File: src/rtl/uart_pkg.sv
// ----------------------------------------------------------------------------
// uart_pkg
// Shared definitions for the UART receive path: frame sequencer states,
// frame error codes, the ceil-log2 helper used to size counters, and the
// bit-timer / timeout limit formulas shared with the UART receiver and
// transmitter.
// ----------------------------------------------------------------------------
package uart_pkg;

   // Frame sequencer states
   typedef enum logic [1:0] {
      S_SYNC    = 2'd0,
      S_LEN     = 2'd1,
      S_PAYLOAD = 2'd2,
      S_CHK     = 2'd3
   } state_t;

   // Frame error causes reported on err_code_o
   localparam logic [1:0] ERR_NONE = 2'b00;
   localparam logic [1:0] ERR_LEN  = 2'b01;
   localparam logic [1:0] ERR_CHK  = 2'b10;
   localparam logic [1:0] ERR_TO   = 2'b11;

   // Start + 8 data + stop
   localparam int unsigned LP_BITS_PER_BYTE = 10;

   // Bits needed to hold the values 0..value-1 (never less than 1)
   function automatic int unsigned clogb2(input int unsigned value);
      int unsigned v;
      int unsigned r;
      v = (value > 1) ? value - 1 : 1;
      r = 0;
      while (v > 0) begin
         r = r + 1;
         v = v >> 1;
      end
      return r;
   endfunction

   // Clocks per UART bit
   function automatic int unsigned bit_limit(input int unsigned clkfreq,
                                             input int unsigned baudrate);
      return clkfreq / baudrate;
   endfunction

   // Clocks allowed between two received bytes before a frame is abandoned
   function automatic int unsigned timeout_limit(input int unsigned clkfreq,
                                                 input int unsigned baudrate,
                                                 input int unsigned tobytes);
      return tobytes * LP_BITS_PER_BYTE * bit_limit(clkfreq, baudrate);
   endfunction

   // Increment that sticks at 255
   function automatic logic [7:0] sat_inc8(input logic [7:0] v);
      return (v == 8'hFF) ? v : v + 8'd1;
   endfunction

endpackage

File: src/rtl/uart_timeout_cnt.sv
// ----------------------------------------------------------------------------
// uart_timeout_cnt
// Inter-byte timeout counter. Counts every enabled cycle, clears on i_clr.
// o_expire_c is a one-cycle combinational strobe raised in the cycle whose
// closing edge would bring the count to P_LIMIT-1, so a registered consumer
// shows the timeout exactly P_LIMIT cycles after the last clear. A clear in
// the same cycle suppresses the strobe.
//
// Ports:
//   clk         in  system clock
//   rst_n_i     in  synchronous active-low reset
//   i_clr       in  clear count (has priority over enable)
//   i_en        in  count enable
//   o_expire_c  out one-cycle expiry strobe (combinational)
// ----------------------------------------------------------------------------
module uart_timeout_cnt
   import uart_pkg::*;
#(
   parameter int unsigned P_LIMIT = 34_720
) (
   input  logic clk,
   input  logic rst_n_i,
   input  logic i_clr,
   input  logic i_en,
   output logic o_expire_c
);

   localparam int unsigned LP_W    = clogb2(P_LIMIT);
   localparam int unsigned LP_TERM = (P_LIMIT > 2) ? P_LIMIT - 2 : 0;

   logic [LP_W-1:0] r_cnt;

   // Count register
   always_ff @(posedge clk) begin
      if (!rst_n_i) begin
         r_cnt <= '0;
      end else if (i_clr) begin
         r_cnt <= '0;
      end else if (i_en) begin
         r_cnt <= r_cnt + LP_W'(1);
      end
   end

   // Fires one cycle before the count reaches P_LIMIT-1
   assign o_expire_c = i_en && !i_clr && (r_cnt == LP_W'(LP_TERM));

endmodule

File: src/rtl/uart_rx_frame_ctrl.sv
// ----------------------------------------------------------------------------
// uart_rx_frame_ctrl
// Frame sequencer behind the UART receiver. Parses SYNC, LEN, LEN payload
// bytes, CHK (XOR of LEN and payload), forwards payload bytes with their
// index, reports frame pass/fail, enforces an inter-byte timeout and keeps a
// saturating error counter.
//
// Ports:
//   clk             in  system clock
//   rst_n_i         in  synchronous active-low reset
//   rx_data_i[7:0]  in  received byte, valid with rx_done_tick_i
//   rx_done_tick_i  in  one-cycle byte-received strobe
//   byte_o[7:0]     out payload byte
//   byte_valid_o    out one-cycle strobe per payload byte
//   byte_idx_o[7:0] out 0-based payload index of byte_o
//   frame_ok_o      out one-cycle strobe, frame complete and checksum good
//   frame_err_o     out one-cycle strobe, frame aborted
//   err_code_o[1:0] out last abort cause (01 len, 10 checksum, 11 timeout)
//   err_cnt_o[7:0]  out number of aborts, saturating at 255
//   busy_o          out high while a frame is in progress
// ----------------------------------------------------------------------------
module uart_rx_frame_ctrl
   import uart_pkg::*;
#(
   parameter int unsigned P_CLKFREQ  = 100_000_000,
   parameter int unsigned P_BAUDRATE = 115_200,
   parameter int unsigned P_MAXLEN   = 16,
   parameter logic [7:0]  P_SYNC     = 8'hA5,
   parameter int unsigned P_TOBYTES  = 4
) (
   input  logic       clk,
   input  logic       rst_n_i,
   input  logic [7:0] rx_data_i,
   input  logic       rx_done_tick_i,
   output logic [7:0] byte_o,
   output logic       byte_valid_o,
   output logic [7:0] byte_idx_o,
   output logic       frame_ok_o,
   output logic       frame_err_o,
   output logic [1:0] err_code_o,
   output logic [7:0] err_cnt_o,
   output logic       busy_o
);

   localparam int unsigned LP_TO_LIMIT = timeout_limit(P_CLKFREQ, P_BAUDRATE, P_TOBYTES);
   localparam logic [7:0]  LP_MAXLEN   = 8'(P_MAXLEN);

   state_t     r_state;
   logic [7:0] r_len;
   logic [7:0] r_idx;
   logic [7:0] r_chk;
   logic [7:0] r_byte;
   logic       r_byte_valid;
   logic [7:0] r_byte_idx;
   logic       r_frame_ok;
   logic       r_frame_err;
   logic [1:0] r_err_code;
   logic [7:0] r_err_cnt;
   logic       r_busy;

   logic       w_tmo_en;
   logic       w_tmo_clr;
   logic       w_tmo_expire;

   // Timer runs only inside a frame and restarts on every received byte
   assign w_tmo_en  = (r_state != S_SYNC);
   assign w_tmo_clr = rx_done_tick_i || !w_tmo_en;

   uart_timeout_cnt #(
      .P_LIMIT (LP_TO_LIMIT)
   ) u_timeout (
      .clk        (clk),
      .rst_n_i    (rst_n_i),
      .i_clr      (w_tmo_clr),
      .i_en       (w_tmo_en),
      .o_expire_c (w_tmo_expire)
   );

   // Frame FSM with registered outputs; a received byte beats a coincident timeout
   always_ff @(posedge clk) begin
      if (!rst_n_i) begin
         r_state      <= S_SYNC;
         r_len        <= 8'd0;
         r_idx        <= 8'd0;
         r_chk        <= 8'd0;
         r_byte       <= 8'd0;
         r_byte_valid <= 1'b0;
         r_byte_idx   <= 8'd0;
         r_frame_ok   <= 1'b0;
         r_frame_err  <= 1'b0;
         r_err_code   <= ERR_NONE;
         r_err_cnt    <= 8'd0;
         r_busy       <= 1'b0;
      end else begin
         r_byte_valid <= 1'b0;
         r_frame_ok   <= 1'b0;
         r_frame_err  <= 1'b0;

         if (rx_done_tick_i) begin
            case (r_state)
               S_SYNC: begin
                  // Anything but SYNC is line noise between frames
                  if (rx_data_i == P_SYNC) begin
                     r_state <= S_LEN;
                     r_busy  <= 1'b1;
                     r_chk   <= 8'd0;
                  end
               end

               S_LEN: begin
                  r_len <= rx_data_i;
                  r_chk <= rx_data_i;
                  if (rx_data_i == 8'd0) begin
                     r_state <= S_CHK;
                  end else if (rx_data_i > LP_MAXLEN) begin
                     r_state     <= S_SYNC;
                     r_busy      <= 1'b0;
                     r_frame_err <= 1'b1;
                     r_err_code  <= ERR_LEN;
                     r_err_cnt   <= sat_inc8(r_err_cnt);
                  end else begin
                     r_state <= S_PAYLOAD;
                     r_idx   <= 8'd0;
                  end
               end

               S_PAYLOAD: begin
                  // SYNC-valued bytes here are plain data
                  r_byte       <= rx_data_i;
                  r_byte_idx   <= r_idx;
                  r_byte_valid <= 1'b1;
                  r_chk        <= r_chk ^ rx_data_i;
                  r_idx        <= r_idx + 8'd1;
                  if (r_idx == (r_len - 8'd1)) begin
                     r_state <= S_CHK;
                  end
               end

               S_CHK: begin
                  r_state <= S_SYNC;
                  r_busy  <= 1'b0;
                  if (rx_data_i == r_chk) begin
                     r_frame_ok <= 1'b1;
                  end else begin
                     r_frame_err <= 1'b1;
                     r_err_code  <= ERR_CHK;
                     r_err_cnt   <= sat_inc8(r_err_cnt);
                  end
               end

               default: begin
                  r_state <= S_SYNC;
                  r_busy  <= 1'b0;
               end
            endcase
         end else if (w_tmo_expire) begin
            r_state     <= S_SYNC;
            r_busy      <= 1'b0;
            r_frame_err <= 1'b1;
            r_err_code  <= ERR_TO;
            r_err_cnt   <= sat_inc8(r_err_cnt);
         end
      end
   end

   assign byte_o       = r_byte;
   assign byte_valid_o = r_byte_valid;
   assign byte_idx_o   = r_byte_idx;
   assign frame_ok_o   = r_frame_ok;
   assign frame_err_o  = r_frame_err;
   assign err_code_o   = r_err_code;
   assign err_cnt_o    = r_err_cnt;
   assign busy_o       = r_busy;

endmodule

File: config.mk
export PLATFORM = sky130hd
export DESIGN_NAME = uart_rx_frame_ctrl
export DESIGN_NICKNAME = d
export VERILOG_FILES = /design/src/rtl/uart_pkg.sv /design/src/rtl/uart_timeout_cnt.sv /design/src/rtl/uart_rx_frame_ctrl.sv
export SDC_FILE = /design/constraint.sdc
export NUM_CORES = 1
export LEC_CHECK = 0
export CAP_MARGIN = 10
export CORE_MARGIN = 2
export CORE_UTILIZATION = 63
export DETAILED_ROUTE_END_ITERATION = 10
export DONT_BUFFER_PORTS = 1
export PLACE_DENSITY_LB_ADDON = 0.2
export SLEW_MARGIN = 5
export SYNTH_ARGS = -nofsm -noshare
export SYNTH_HDL_FRONTEND = slang
export SYNTH_SLANG_ARGS = --single-unit
File: constraint.sdc
create_clock -name clk -period 3 [get_ports clk]
set_clock_uncertainty 0.05 [all_clocks]
set_input_delay 0.15 -clock clk [delete_from_list [all_inputs] [get_ports clk]]
set_output_delay 0.15 -clock clk [all_outputs]
set_load 0.02 [all_outputs]
==> flow_metrics.env, run 1 <==
export IMPL_timing_final_ws_setup_ns=0.616
export IMPL_p_per_area_nw_per_um2=432
export IMPL_max_stage_delay_ns=0.44
export IMPL_seq_area_frac_synth_pct=38.2
export IMPL_htree_levels=3
export IMPL_grt_pass1_vias=2918
export IMPL_wl_per_cell_um=15.4
export IMPL_fp_dieArea_um2=6630
export IMPL_synth_edf_count=0
export IMPL_port_buffers=0
export IMPL_vias_per_cell=5.90
export IMPL_crit_arrival_ns=2.61
export IMPL_async_reset_ff_share_pct=0
export IMPL_ys_warn_count=0
export IMPL_ys_ff_latch=72
export IMPL_firstDrtPassIters=4
export IMPL_worstSetupPathType="reg2reg"
export IMPL_ant_nets=0
export IMPL_cts_root_buf="clkbuf_8"
export IMPL_cp_startpoint="r_len[0]"
export IMPL_drv_slew=0
export IMPL_pwr_share_clk_pct=41.6
export IMPL_clk_pin_slew_ns=0.07
export IMPL_ys_types=52
export IMPL_grtUsageTotal_pct=26.7
export IMPL_wirelength_um=8060
export IMPL_power_frac_seq_pct=55.3
export IMPL_p_comb_share_pct=3.1
export IMPL_required_ns=3.22
export IMPL_grt_first_pass_wirelength_um=13500
export IMPL_fmax_mhz=419
export IMPL_place_gp_congestion=0.810
export IMPL_drc=0
export IMPL_antenna_found_initial=0
export IMPL_min_period_ns=2.38
export IMPL_finalCritPeriodShare_pct=79.5
export IMPL_worst_path_max_delay_cell="dfxtp_1"
export IMPL_drive_above_1_share_pct=5.12
export IMPL_die_h_um=81.4
export IMPL_syn_area_um2=3780
export IMPL_cp_start_kind="register"
export IMPL_p_leak_nw=1.46
export IMPL_synth_nets=471
export IMPL_crit_fanout=8
export IMPL_worst_pin_slew_ns=0.584
export IMPL_cts_tree="done"
export IMPL_peakVddDrop_uv=331
export IMPL_netlist_instances=450
export IMPL_hold_path_class="in2reg"
export IMPL_drv_cap=0
export IMPL_cts_sinks=72
export IMPL_swShare_pct=22.1
export IMPL_status="finished, final reports clean"
export IMPL_area_growth_pct=6.03
export IMPL_drtIter0Drc=109
export IMPL_cts_buffers=9
export IMPL_grt_max_degree=52
export IMPL_slew_headroom_pct=61.1
export IMPL_crit_chain="inv_1 > ha_1 > o21bai_1 > a2111o_1 > o311ai_0 > o2111ai_1 > a31oi_1 > mux2i_1"
export IMPL_place_hpwl_um=5330
export IMPL_intPower_mw=1.35
export IMPL_synthFlopType="dfxtp_1"
export IMPL_vias=3090
export IMPL_hold_start="rx_done_tick_i"
export IMPL_avgSynthCellArea_um2=8.39
export IMPL_power_switching_mw=0.383
export IMPL_overflow=0
export IMPL_endpoint_kind="register"
export IMPL_hold_viol_final=0
export IMPL_rsz0062_at_grt="false"
export IMPL_tns_ns=0
export IMPL_n_antenna_cell=0
export IMPL_clk_latency_ns=0.35
export IMPL_fp_row_count=28
export IMPL_dieWidth_um=81.4
export IMPL_ios=41
export IMPL_cts_repair_resized=0
export IMPL_clk_path_buf_depth=2
export IMPL_start_util_pct=64.5
export IMPL_coreArea_um2=5850
export IMPL_pre_cts_slack_ns=0.660
export IMPL_nets=465
export IMPL_rr_startpoint="r_len[0]"
export IMPL_setup_violations=0
-- layout make-up --
type	count	area [µm²]
Multi-Input combinational cell	341	2130
Fill cell	475	1850
Sequential cell	72	1440
Clock buffer	13	169
Timing Repair Buffer	11	118
Tap cell	75	93.8
Inverter	9	33.8
Clock inverter	3	15.0
-- sequential cells by signal (all words and copies together), names as in the netlist --
| name | flops |
|---|---|
| frame_err_o | 1 |
| byte_idx_o | 8 |
| r_idx | 8 |
| byte_valid_o | 1 |
| busy_o | 1 |
| err_cnt_o | 8 |
| frame_ok_o | 1 |
| r_state | 2 |
| r_chk | 8 |
| r_len | 8 |
| byte_o | 8 |
| u_timeout.r_cnt | 16 |
| err_code_o | 2 |
-- stage by stage --
stage	cell area (µm²)	total power, mW	utilization [%]	cells	hold WS (ns)
floorplan	3780	1.03	-	450	0.245
finish	4000	1.73	68.4	524	0.0219
detailed placement	3710	1.01	63.4	498	0.227
global placement	3710	1.00	63.4	498	0.222
global route	4000	1.78	68.4	524	0.0369
CTS	4000	1.74	68.4	524	0.0108
-- per-layer routing --
layer | routed length [µm] | track usage, % | vias to the layer above
li1 | - | - | 1548
met1 | 3740 | 33.7 | 1461
met2 | 3850 | 42.7 | 63
met3 | 292 | 6.92 | 18
met4 | 183 | 12.5 | 0
met5 | 0 | 0 | -
-- cells in the mapped netlist, types with 4 or more instances --
| cell type | instances | share of area [%] |
|---|---|---|
| a22oi_1 | 9 | 1.8 |
| o22ai_1 | 9 | 1.5 |
| o21ai_0 | 13 | 1.7 |
| xor2_1 | 24 | 5.6 |
| ha_1 | 10 | 3.3 |
| a21boi_0 | 24 | 4.8 |
| nor2_1 | 37 | 3.7 |
| and2_1 | 9 | 1.5 |
| nand4_1 | 10 | 1.7 |
| mux2i_1 | 5 | 1.3 |
| nor4_1 | 4 | 0.66 |
| xnor2_1 | 16 | 3.7 |
| nand2_1 | 79 | 7.9 |
| nor3_1 | 4 | 0.53 |
| dfxtp_1 | 72 | 38 |
| nand4b_1 | 5 | 1.2 |
| nor2b_1 | 13 | 2.2 |
| and3_1 | 14 | 2.3 |
| nand2b_1 | 4 | 0.66 |
| a21oi_1 | 11 | 1.5 |
| clkbuf_1 | 15 | 1.5 |
| nand3_1 | 9 | 1.2 |
| buf_6 | 7 | 2.1 |
| inv_1 | 8 | 0.80 |
-- logic make-up (layout without fill, tap and decap cells) --
| logic type | Yosys count | in the layout | share of synthesized area (%) |
|---|---|---|---|
| simple gates | 197 | 197 | 25.8 |
| compound gates | 89 | 89 | 16.7 |
| flops | 72 | 72 | 38.2 |
| xor+xnor | 40 | 40 | 9.28 |
| buf+inv | 37 | 36 | 5.33 |
| fa+ha+maj | 10 | 10 | 3.31 |
| mux | 5 | 5 | 1.33 |
-- power by group through the flow --
stage	Clock [mW]	Combinational, mW	Sequential [mW]
2_1_floorplan	0	0.0480	0.978
3_3_place_gp	0	0.0267	0.978
3_5_place_dp	0	0.0273	0.978
4_1_cts	0.729	0.0536	0.956
5_1_grt	0.771	0.0572	0.955
6_report	0.720	0.0538	0.956
-- worst paths after layout --
kind                   endpoint  slack, ns  cells after the start
max                  r_state[1]       0.62                      8
min                    r_idx[3]       0.02                      3
max reg2reg          r_state[1]       0.62                      8
min reg2reg  u_timeout.r_cnt[0]       0.43                      1
-- layout by cell type (no fill, tap or decap), types with 2 or more instances in the layout --
cell           count
nand2_1           79
dfxtp_1           72
nor2_1            37
xor2_1            24
a21boi_0          24
xnor2_1           16
and3_1            14
o21ai_0           13
nor2b_1           13
clkbuf_8          12
a21oi_1           11
nand4_1           10
ha_1              10
and2_1             9
a22oi_1            9
nand3_1            9
o22ai_1            9
dlygate4sd3_1      9
inv_1              8
nand4b_1           5
mux2i_1            5
nor3_1             4
nor4_1             4
nand2b_1           4
a31oi_1            3
a21o_1             3
clkinv_2           3
and4b_1            2
o21ai_2            2
o21bai_1           2
o21a_1             2
-- timing repair --
action,4_1_cts,5_1_grt
hold endpoints to repair,54,0
endpoints found under the setup margin,0,0
hold buffers,10,0
setup buffers,0,0
-- critical path, delay by kind of cell, from the launching register on --
kind                       cells  cell delay, ns
adders and majority gates      1            0.30
buffers and inverters          1            0.07
AOI/OAI and AO/OA              5            1.23
muxes                          1            0.21
DFF                            1            0.44
Power figures use the tool's default switching activity.
==> run 2: changes to the inputs <==
clock period = 2.4 ns   (was 3 ns; I/O delays follow)
==> run 2 against run 1 <==
  * Cell count rose by 0.38%
  * Wire length up 3.2%
  * Global-route usage shrank 0.051 points
  * Utilization increased by 0.24 points
  * Worst setup slack lost 0.46 ns
  * Critical endpoint unchanged
  * Largest cell class unchanged
  * Highest routed layer unchanged
==> flow_metrics.env, run 2 (synthesis gave the netlist of run 1 again) <==
export IMPL_cts_buffers=9
export IMPL_peakVddDrop_uv=325
export IMPL_r2r_setup_slack_ns=0.16
export IMPL_firstDrtPassIters=4
export IMPL_most_common_layout_cells="nand2_1 (79), dfxtp_1 (72), nor2_1 (37), xor2_1 (24), a21boi_0 (24)"
export IMPL_drtIter0Drc=167
export IMPL_drive_above_1_share_pct=5.54
export IMPL_cts_sinks=72
export IMPL_worst_path_max_delay_cell="dfxtp_1"
export IMPL_crit_family="compound AO/OA/AOI/OAI gates"
export IMPL_clk_latency_ns=0.35
export IMPL_status="finished, final reports clean"
export IMPL_cp_start_kind="register"
export IMPL_worst_pin_slew_ns=0.606
export IMPL_antenna_found_initial=0
export IMPL_p_leak_nw=1.47
export IMPL_clk_path_buf_depth=2
export IMPL_worstSetupPathType="reg2reg"
export IMPL_r2r_end="r_state[1]"
export IMPL_required_ns=2.62
export IMPL_wl_per_cell_um=15.8
export IMPL_dieWidth_um=81.4
export IMPL_tns_ns=0
export IMPL_grt_pass1_vias=2827
export IMPL_nets=470
export IMPL_min_to="r_chk[6]"
export IMPL_finalCritPeriodShare_pct=93.4
export IMPL_cts_tree="done"
export IMPL_place_gp_congestion=0.850
export IMPL_drc=0
export IMPL_ios=41
export IMPL_crit_fanout=6
export IMPL_hold_viol_final=0
export IMPL_grtUsageTotal_pct=26.7
export IMPL_fp_dieArea_um2=6630
export IMPL_endpoint_kind="register"
export IMPL_hold_path_depth=3
export IMPL_grt_max_degree=55
export IMPL_r2r_cells=8
export IMPL_layout_commonest_cell="nand2_1"
export IMPL_largest_register_ffs=16
export IMPL_vias_per_cell=5.98
export IMPL_fp_row_count=28
export IMPL_crit_chain="inv_1 > ha_1 > o21bai_1 > a2111o_1 > o311ai_0 > o2111ai_1 > a31oi_1 > mux2i_1"
export IMPL_cts_root_buf="clkbuf_8"
export IMPL_crit_arrival_ns=2.46
export IMPL_die_h_um=81.4
export IMPL_fill_cells=464
export IMPL_min_period_ns=2.24
export IMPL_p_per_area_nw_per_um2=521
export IMPL_clk_pin_slew_ns=0.07
export IMPL_n_antenna_cell=0
export IMPL_setup_violations=0
export IMPL_wirelength_um=8320
export IMPL_area_growth_pct=6.39
export IMPL_grt_first_pass_wirelength_um=13400
export IMPL_hold_slack_ns=0.0176
export IMPL_max_stage_delay_ns=0.43
export IMPL_post_cts_buffers=0
export IMPL_overflow=0
export IMPL_drv_cap=0
export IMPL_rr_startpoint="r_len[0]"
export IMPL_port_buffers=0
export IMPL_hold_start="rx_data_i[6]"
export IMPL_coreArea_um2=5850
export IMPL_hold_path_class="in2reg"
export IMPL_slew_headroom_pct=59.6
export IMPL_htree_levels=3
export IMPL_drv_slew=0
export IMPL_start_util_pct=64.5
export IMPL_regMostFlops="u_timeout.r_cnt"
export IMPL_place_hpwl_um=5410
export IMPL_ant_nets=0
export IMPL_rsz0062_at_grt="false"
export IMPL_path_buf_inv=1
export IMPL_vias=3146
export IMPL_fmax_mhz=446
-- run 2: routing by layer --
| layer | part of all wire (%) | global-route usage, % | wire (µm) | vias to the layer above |
|---|---|---|---|---|
| met1 | 44 | 33.3 | 3690 | 1522 |
| li1 | - | - | - | 1543 |
| met4 | 1.6 | 10.3 | 130 | 0 |
| met3 | 4.4 | 8.46 | 366 | 12 |
| met5 | 0 | 0 | 0 | - |
| met2 | 50 | 42.9 | 4140 | 69 |
-- run 2: where the power goes --
part	leakage, nW	switching [mW]	internal [mW]
registers	0.580	0.000655	1.19
logic	0.807	0.0373	0.0345
clock network	0.0842	0.414	0.413
total	1.47	0.451	1.64
-- run 2: through the flow --
step | std cells | utilization (%) | setup slack (ns) | cell area [µm²] | total power [mW]
after floorplan | 450 | - | 0.239 | 3780 | 1.28
after global placement | 503 | 64.1 | 0.243 | 3750 | 1.26
after detailed placement | 503 | 64.1 | 0.237 | 3750 | 1.26
final | 526 | 68.7 | 0.159 | 4020 | 2.09
after CTS | 526 | 68.7 | 0.197 | 4020 | 2.11
after global routing | 526 | 68.7 | 0.0347 | 4020 | 2.16
-- run 2: worst max-delay path by stage --
stage | start | to | depth (start not counted)
final | r_len[0] | r_state[1] | 8
after global routing | r_state[0] | err_cnt_o[2] | 7
after CTS | r_len[0] | r_state[1] | 8
after detailed placement | r_len[0] | r_state[1] | 8
after global placement | r_len[0] | r_state[1] | 8
after floorplan | r_len[0] | r_state[1] | 9
-- run 2: worst register-to-register path, cell delays in order (launching register included) --
cell	delay [ns]
dfxtp_1	0.43
inv_1	0.07
ha_1	0.21
o21bai_1	0.15
a2111o_1	0.40
o311ai_0	0.10
o2111ai_1	0.22
a31oi_1	0.31
mux2i_1	0.22
-- run 2: final cells by class --
cell class | instances | area, µm² | area share, %
clock inverters | 1 | 5.00 | 0.125
flip-flops and latches | 72 | 1440 | 35.9
multi-input cells | 341 | 2130 | 53.1
well taps | 75 | 93.8 | 2.34
repair buffers | 16 | 155 | 3.86
inverters | 9 | 33.8 | 0.841
clock buffers | 12 | 155 | 3.86
-- run 2: what timing repair did --
| item | CTS | global route |
|---|---|---|
| endpoints found under the hold margin | 56 | 0 |
| endpoints found under the setup margin | 0 | 0 |
| resized for setup | 0 | 0 |
| hold buffers | 10 | 0 |
